==> src/rtl/alu_mult_div_if.sv <==
// alu_mult_div_if -- bundle of the ALU, multiplier and divider signals.
//   master: drives operation select, operands, mul/div requests and sign selects.
//   slave : returns alu_result, mul_valid_out/mul_hi/mul_lo, div_valid_out/div_hi/div_lo.
interface alu_mult_div_if;
    logic [4:0]  alu_control;
    logic [31:0] src_a;
    logic [31:0] src_b;
    logic [31:0] alu_result;
    logic        mul_valid_in;
    logic        mul_sign;
    logic        mul_valid_out;
    logic [31:0] mul_hi;
    logic [31:0] mul_lo;
    logic        div_valid_in;
    logic        div_sign;
    logic        div_valid_out;
    logic [31:0] div_hi;
    logic [31:0] div_lo;

    modport master (
        output alu_control, src_a, src_b, mul_valid_in, mul_sign, div_valid_in, div_sign,
        input  alu_result, mul_valid_out, mul_hi, mul_lo, div_valid_out, div_hi, div_lo
    );

    modport slave (
        input  alu_control, src_a, src_b, mul_valid_in, mul_sign, div_valid_in, div_sign,
        output alu_result, mul_valid_out, mul_hi, mul_lo, div_valid_out, div_hi, div_lo
    );
endinterface

==> src/rtl/alu_mult_div.sv <==
// alu_mult_div -- combinational ALU plus independent 32-cycle sequential
// multiplier (shift-add) and divider (restoring).
// Ports:
//   clk   : single clock, rising edge
//   reset : synchronous, active-high; idles both units and zeroes their results
//   bus   : alu_mult_div_if.slave (operands, ALU select, mul/div handshakes, results)
// Configuration:
//   MULDIV_SIGNED_EN - when defined, mul_sign/div_sign select signed operation;
//                      otherwise every multiply/divide is unsigned.
module alu_mult_div (
    input logic          clk,
    input logic          reset,
    alu_mult_div_if.slave bus
);
    typedef enum logic [1:0] {IDLE, BUSY, DONE} state_t;

    // ---------------- ALU ----------------
    logic [31:0] alu_res;
    always_comb begin
        alu_res = 32'h0;
        case (bus.alu_control)
            5'b00000: alu_res = bus.src_a & bus.src_b;
            5'b00001: alu_res = bus.src_a | bus.src_b;
            5'b00010: alu_res = bus.src_a + bus.src_b;
            5'b00011: alu_res = bus.src_a ^ bus.src_b;
            5'b00100: alu_res = bus.src_b << bus.src_a[4:0];
            5'b00101: alu_res = bus.src_b >> bus.src_a[4:0];
            5'b00110: alu_res = bus.src_a - bus.src_b;
            5'b00111: alu_res = {31'h0, $signed(bus.src_a) < $signed(bus.src_b)};
            5'b01000: alu_res = $unsigned($signed(bus.src_b) >>> bus.src_a[4:0]);
            5'b01001: alu_res = {31'h0, bus.src_a < bus.src_b};
            5'b01010: alu_res = ~(bus.src_a | bus.src_b);
            5'b01011: alu_res = {bus.src_b[15:0], 16'h0};
            default:  alu_res = 32'h0;
        endcase
    end
    assign bus.alu_result = alu_res;

    // ---------------- sign handling ----------------
    logic mul_signed, div_signed;
`ifdef MULDIV_SIGNED_EN
    assign mul_signed = bus.mul_sign;
    assign div_signed = bus.div_sign;
`else
    assign mul_signed = 1'b0;
    assign div_signed = 1'b0;
    logic unused_sign;
    assign unused_sign = bus.mul_sign ^ bus.div_sign;
`endif

    // Both units work on magnitudes and fix the sign at the end.
    logic        mul_a_neg, mul_b_neg, div_a_neg, div_b_neg;
    logic [31:0] mul_a_abs, mul_b_abs, div_a_abs, div_b_abs;
    assign mul_a_neg = mul_signed & bus.src_a[31];
    assign mul_b_neg = mul_signed & bus.src_b[31];
    assign div_a_neg = div_signed & bus.src_a[31];
    assign div_b_neg = div_signed & bus.src_b[31];
    assign mul_a_abs = mul_a_neg ? -bus.src_a : bus.src_a;
    assign mul_b_abs = mul_b_neg ? -bus.src_b : bus.src_b;
    assign div_a_abs = div_a_neg ? -bus.src_a : bus.src_a;
    assign div_b_abs = div_b_neg ? -bus.src_b : bus.src_b;

    // ---------------- multiplier ----------------
    // mul_acc = {partial product, remaining multiplier bits}; one bit per cycle.
    state_t      mul_state;
    logic [4:0]  mul_cnt;
    logic [31:0] mul_mcand;
    logic [63:0] mul_acc;
    logic        mul_neg;
    logic        mul_vld;
    logic [63:0] mul_res;
    logic [32:0] mul_sum;
    logic [63:0] mul_next, mul_prod;

    assign mul_sum  = {1'b0, mul_acc[63:32]} + (mul_acc[0] ? {1'b0, mul_mcand} : 33'h0);
    assign mul_next = {mul_sum, mul_acc[31:1]};
    assign mul_prod = mul_neg ? -mul_next : mul_next;

    always_ff @(posedge clk) begin
        if (reset) begin
            mul_state <= IDLE;
            mul_cnt   <= 5'd0;
            mul_mcand <= 32'h0;
            mul_acc   <= 64'h0;
            mul_neg   <= 1'b0;
            mul_vld   <= 1'b0;
            mul_res   <= 64'h0;
        end else begin
            case (mul_state)
                IDLE: begin
                    mul_vld <= 1'b0;
                    if (bus.mul_valid_in) begin
                        mul_mcand <= mul_a_abs;
                        mul_acc   <= {32'h0, mul_b_abs};
                        mul_neg   <= mul_a_neg ^ mul_b_neg;
                        mul_cnt   <= 5'd0;
                        mul_state <= BUSY;
                    end
                end
                BUSY: begin
                    mul_acc <= mul_next;
                    mul_cnt <= mul_cnt + 5'd1;
                    // last step writes the signed-corrected product straight out
                    if (mul_cnt == 5'd31) begin
                        mul_res   <= mul_prod;
                        mul_vld   <= 1'b1;
                        mul_state <= DONE;
                    end
                end
                DONE: begin
                    mul_vld   <= 1'b0;
                    mul_state <= IDLE;
                end
                default: begin
                    mul_vld   <= 1'b0;
                    mul_state <= IDLE;
                end
            endcase
        end
    end

    assign bus.mul_valid_out = mul_vld;
    assign bus.mul_hi        = mul_res[63:32];
    assign bus.mul_lo        = mul_res[31:0];

    // ---------------- divider ----------------
    // Quotient bits shift in at the bottom of div_quot while dividend bits
    // shift out of its top into the partial remainder.
    state_t      div_state;
    logic [4:0]  div_cnt;
    logic [31:0] div_dvsr, div_rem, div_quot;
    logic        div_qneg, div_rneg, div_zero;
    logic        div_vld;
    logic [63:0] div_res;
    logic [32:0] div_shift;
    logic        div_ge;
    logic [31:0] div_rem_nx, div_quot_nx, div_q_fin, div_r_fin;

    assign div_shift   = {div_rem, div_quot[31]};
    assign div_ge      = div_shift >= {1'b0, div_dvsr};
    // true difference is below the divisor, so 32-bit wrap is exact
    assign div_rem_nx  = div_ge ? (div_shift[31:0] - div_dvsr) : div_shift[31:0];
    assign div_quot_nx = {div_quot[30:0], div_ge};
    // divide by zero: all-ones quotient regardless of sign, remainder = dividend
    assign div_q_fin   = div_zero ? 32'hFFFF_FFFF : (div_qneg ? -div_quot_nx : div_quot_nx);
    assign div_r_fin   = div_rneg ? -div_rem_nx : div_rem_nx;

    always_ff @(posedge clk) begin
        if (reset) begin
            div_state <= IDLE;
            div_cnt   <= 5'd0;
            div_dvsr  <= 32'h0;
            div_rem   <= 32'h0;
            div_quot  <= 32'h0;
            div_qneg  <= 1'b0;
            div_rneg  <= 1'b0;
            div_zero  <= 1'b0;
            div_vld   <= 1'b0;
            div_res   <= 64'h0;
        end else begin
            case (div_state)
                IDLE: begin
                    div_vld <= 1'b0;
                    if (bus.div_valid_in) begin
                        div_dvsr  <= div_b_abs;
                        div_rem   <= 32'h0;
                        div_quot  <= div_a_abs;
                        div_qneg  <= div_a_neg ^ div_b_neg;
                        div_rneg  <= div_a_neg;
                        div_zero  <= (bus.src_b == 32'h0);
                        div_cnt   <= 5'd0;
                        div_state <= BUSY;
                    end
                end
                BUSY: begin
                    div_rem  <= div_rem_nx;
                    div_quot <= div_quot_nx;
                    div_cnt  <= div_cnt + 5'd1;
                    if (div_cnt == 5'd31) begin
                        div_res   <= {div_r_fin, div_q_fin};
                        div_vld   <= 1'b1;
                        div_state <= DONE;
                    end
                end
                DONE: begin
                    div_vld   <= 1'b0;
                    div_state <= IDLE;
                end
                default: begin
                    div_vld   <= 1'b0;
                    div_state <= IDLE;
                end
            endcase
        end
    end

    assign bus.div_valid_out = div_vld;
    assign bus.div_hi        = div_res[63:32];
    assign bus.div_lo        = div_res[31:0];
endmodule

==> src/flat_wrapper.sv <==
// flat-port wrapper written by rule: the top's interface ports become plain ports
module alu_mult_div_flat 
  (clk, reset, bus_alu_control, bus_src_a, bus_src_b, bus_mul_valid_in, bus_mul_sign, bus_div_valid_in, bus_div_sign, bus_alu_result, bus_mul_valid_out, bus_mul_hi, bus_mul_lo, bus_div_valid_out, bus_div_hi, bus_div_lo);
  alu_mult_div_if bus_i ();
  input logic clk;
  input logic reset;
  input wire logic [$bits(bus_i.alu_control)-1:0] bus_alu_control;
  input wire logic [$bits(bus_i.src_a)-1:0] bus_src_a;
  input wire logic [$bits(bus_i.src_b)-1:0] bus_src_b;
  input wire logic [$bits(bus_i.mul_valid_in)-1:0] bus_mul_valid_in;
  input wire logic [$bits(bus_i.mul_sign)-1:0] bus_mul_sign;
  input wire logic [$bits(bus_i.div_valid_in)-1:0] bus_div_valid_in;
  input wire logic [$bits(bus_i.div_sign)-1:0] bus_div_sign;
  output wire logic [$bits(bus_i.alu_result)-1:0] bus_alu_result;
  output wire logic [$bits(bus_i.mul_valid_out)-1:0] bus_mul_valid_out;
  output wire logic [$bits(bus_i.mul_hi)-1:0] bus_mul_hi;
  output wire logic [$bits(bus_i.mul_lo)-1:0] bus_mul_lo;
  output wire logic [$bits(bus_i.div_valid_out)-1:0] bus_div_valid_out;
  output wire logic [$bits(bus_i.div_hi)-1:0] bus_div_hi;
  output wire logic [$bits(bus_i.div_lo)-1:0] bus_div_lo;
  assign bus_i.alu_control = bus_alu_control;
  assign bus_i.src_a = bus_src_a;
  assign bus_i.src_b = bus_src_b;
  assign bus_i.mul_valid_in = bus_mul_valid_in;
  assign bus_i.mul_sign = bus_mul_sign;
  assign bus_i.div_valid_in = bus_div_valid_in;
  assign bus_i.div_sign = bus_div_sign;
  assign bus_alu_result = bus_i.alu_result;
  assign bus_mul_valid_out = bus_i.mul_valid_out;
  assign bus_mul_hi = bus_i.mul_hi;
  assign bus_mul_lo = bus_i.mul_lo;
  assign bus_div_valid_out = bus_i.div_valid_out;
  assign bus_div_hi = bus_i.div_hi;
  assign bus_div_lo = bus_i.div_lo;
  alu_mult_div u_core (.clk(clk), .reset(reset), .bus(bus_i));
endmodule
==> config.mk <==
export PLATFORM = sky130hd
export DESIGN_NAME = alu_mult_div_flat
export DESIGN_NICKNAME = d
export VERILOG_FILES = /design/src/rtl/alu_mult_div_if.sv /design/src/rtl/alu_mult_div.sv /design/src/flat_wrapper.sv
export SDC_FILE = /design/constraint.sdc
export NUM_CORES = 1
export LEC_CHECK = 0
export CORE_ASPECT_RATIO = 2
export CORE_MARGIN = 2
export CORE_UTILIZATION = 53
export DETAILED_ROUTE_END_ITERATION = 8
export PLACE_DENSITY = 0.78
export SYNTH_ARGS = -nofsm -noshare
export SYNTH_HDL_FRONTEND = slang
export SYNTH_SLANG_ARGS = --single-unit
export TNS_END_PERCENT = 100
==> constraint.sdc <==
create_clock -name clk -period 9.6 [get_ports clk]
set_input_delay 2.88 -clock clk [delete_from_list [all_inputs] [get_ports clk]]
set_output_delay 2.88 -clock clk [all_outputs]
set_load 0.01 [all_outputs]
==> flow_summary.ini <==
[synthesis]
synth_fp_nets = 3634
synth_top_area_cell = dfxtp_1
synth_area_sq_um = 24300
yosysMostFrequentCell = nand2_1
yosysSeqAreaShare_pct = 27.77
synth_cells = 3388
synth-edff-count = 0
ys_top_cells_by_area = dfxtp_1 28%, nand2_1 9.1%, ha_1 8.6%, a21oi_1 7.0%, nor2_1 5.8%
yosys_register_bits = 337
syn_area_per_cell_sq_um = 7.172
synth_warnings = 0
synthFlopType = dfxtp_1
synth_top_cells_by_count = 586 x nand2_1, 377 x nor2_1, 338 x a21oi_1
ys_types = 82
async_flop_share_pct = 0
synth.top_cell.area_share_pct = 27.77

[final_layout]
layout.nets = 3928
diodes = 0
final_cell_area_sq_um = 29740
drive_gt1_share_pct = 11.74
fill_cells = 4129
area_growth_pct = 22.42
regArea_sq_um = 6746
multi_input_area_sq_um = 16220

[floorplan]
dieArea_sq_um = 47680
die_x_um = 155.4
core-area_sq_um = 45550
io_pins = 237
die-height_um = 306.8
row_count = 111
initial_core_util_pct = 53.34

[global_routing]
global_route.usage.met1_pct = 51.53
grt_pass1_wl_mm = 149.2
busiest_layer = met2
grt_max_degree = 106
grtUsageMet2_pct = 64.05
grtUsageMet3_pct = 4.453
grt_remaining_overflow = 0
track_usage_pct = 40.43
grt_pass1_vias = 25090
antenna_found_initial = 0

[sta]
final_hold_viol_count = 0
skew_ps = 25.47
fin_crit_ps = 9706
period_share_pct = 101.1
finalSetupViolCount = 1
tightest_slew_ps = 1211
timing.slew.headroom_pct = 19.29
rsz0062_at_grt = yes
finalMaxSlewViolations = 0
finalSetupTns_ps = -105.8
setup_ws_ps = -105.8
fmax_mhz = 103.0

[clock_tree]
cts_made_buffers = 30
cts.path.max_buffers = 3
htreeDepth = 1
postCtsHoldBufs = 0
cts_tree = done
clk_latency_ps = 610
clock-sinks = 337
cts-root-buf = clkbuf_16
clk_pin_slew_worst_paths_ps = 70

[status]
outcome = complete, but fails checks
violations = negative setup slack

[detailed_routing]
vias_per_cell = 6.273
ant_nets = 0
first_pass_iters = 6
drtIter0Drc = 2641
routed_wl_mm = 99.38
drc = 0
wire_per_inst_um = 23.27
vias = 26790

[setup_path]
r2r-start = u_core.div_rem[0]
cp.required_ps = 6720
slowest_delay_ps = 550
endpoint_kind = primary output
slowest_stage = clkdlybuf4s50_1
critPathLaunchType = primary input
worstPathMaxFanout = 9
arrival_ps = 6830
cp_cell_sequence = clkdlybuf4s50_1 > inv_1 > ha_4 > buf_6 > inv_1 > a21o_1 > o41a_1 > a31oi_4 > o31ai_1 > a211o_1 > a32oi_1 > xnor2_1 > a21o_1 > clkdlybuf4s50_1
startpoint = bus_src_a[6]
critPathKind = in -> out

[power]
pwr-share-comb_pct = 44.7
vdd_drop_max_mv = 0.2538
switching_share_pct = 39.90
p_leak_uw = 0.01249
power.switching_uw = 2026
powerDensity_nw_per_um2 = 170.7
power_frac_clock_pct = 24.7
share_seq_of_total_power_pct = 30.7
internal-power_uw = 3052

[placement]
port_buffers = 234
place_hpwl_mm = 75.43
placed_area_sq_um = 28540
gp_congestion = 1.059
pre_cts_ws_ps = -471.8

[hold_path]
min_from = u_core.mul_mcand[30]
hp-class = reg -> reg

[run]
drv_cap = 0
-- state kept, by name, indices dropped and copies added, names as in the netlist, 2 cells and up --
| signal | count |
|---|---|
| u_core.div_res | 64 |
| u_core.mul_acc | 64 |
| u_core.mul_res | 64 |
| u_core.div_dvsr | 32 |
| u_core.div_quot | 32 |
| u_core.div_rem | 32 |
| u_core.mul_mcand | 32 |
| u_core.div_cnt | 5 |
| u_core.mul_cnt | 5 |
| u_core.div_state | 2 |
| u_core.mul_state | 2 |
-- power by group through the flow --
| stage | Sequential, uW | Combinational [uW] | Clock (uW) |
|---|---|---|---|
| floorplan | 1570 | 1530 | 0 |
| global placement | 1580 | 2150 | 0 |
| detailed placement | 1590 | 2180 | 0 |
| CTS | 1550 | 2210 | 1260 |
| global route | 1570 | 2440 | 1310 |
| finish | 1560 | 2270 | 1250 |
-- metrics by stage --
step / total power, uW / utilization, % / cells / hold WS [ps]
final: 5078 / 65.30 / 4271 / 449.7
after global routing: 5313 / 65.30 / 4271 / 470.3
after CTS: 5022 / 65.13 / 4271 / 453.1
after detailed placement: 3765 / 62.65 / 4214 / 442.1
after global placement: 3731 / 62.65 / 4214 / 435.2
after floorplan: 3097 / - / 3388 / 419.4
-- logic make-up (layout without fill, tap and decap cells) --
| group | after synthesis | after routing | synth area share [%] |
|---|---|---|---|
| flops | 337 | 337 | 27.77 |
| fa+ha+maj | 171 | 171 | 8.929 |
| mux | 93 | 93 | 4.532 |
| simple gates | 1303 | 1303 | 22.94 |
| xor+xnor | 74 | 74 | 2.667 |
| buf+inv | 408 | 726 | 6.401 |
| compound gates | 1002 | 1002 | 26.76 |
-- layout by cell type, fill, tap and decap left out, types with 47 or more instances in the layout --
cell type / n
a21o_1: 50
nor3_1: 105
buf_4: 288
nand2_1: 582
clkdlybuf4s50_1: 214
a211oi_1: 59
dfxtp_1: 337
a311oi_1: 66
ha_1: 165
nor2_1: 377
inv_1: 145
nand3_1: 52
a21oi_1: 334
mux2i_1: 65
xnor2_1: 47
o21ai_0: 190
-- final timing paths --
path | endpoint | slack [ps] | cells after the start
max | bus_alu_result[23] | -110 | 14
min | u_core.mul_mcand[30] | 450 | 2
max reg2reg | u_core.div_res[51] | 5290 | 12
min reg2reg | u_core.mul_mcand[30] | 450 | 2
-- final cells by class --
class	count	share of cell area, %
multi-input cells	2643	54.52
clock inverters	19	0.6520
inverters	148	1.868
flip-flops and latches	337	22.68
clock buffers	37	2.780
repair buffers	522	15.12
well taps	565	2.377
-- worst max-delay path, delay by kind of cell --
kind                     cells  cell delay (ps)
AO/OA/AOI/OAI                7             2080
adder cells (fa/ha/maj)      1              290
XOR/XNOR                     1              220
buffers and inverters        5             1340
-- timing repair --
| item | 4_1_cts | 5_1_grt |
|---|---|---|
| pin swaps | 8 | 11 |
| setup endpoints to repair | 17 | 13 |
| gates resized for setup | 30 | 22 |
| endpoints found under the hold margin | 0 | 0 |
| buffers inserted | 1 | 0 |
-- per-layer routing --
metal / up-vias / part of all wire (%) / wire length, um
li1: 12550 / - / -
met3: 341 / 7.8 / 7799
met5: - / 0 / 0
met1: 12460 / 40 / 39370
met4: 0 / 8.3 / 8239
met2: 1449 / 44 / 43970
No activity file was read; power rests on OpenSTA's default activity.
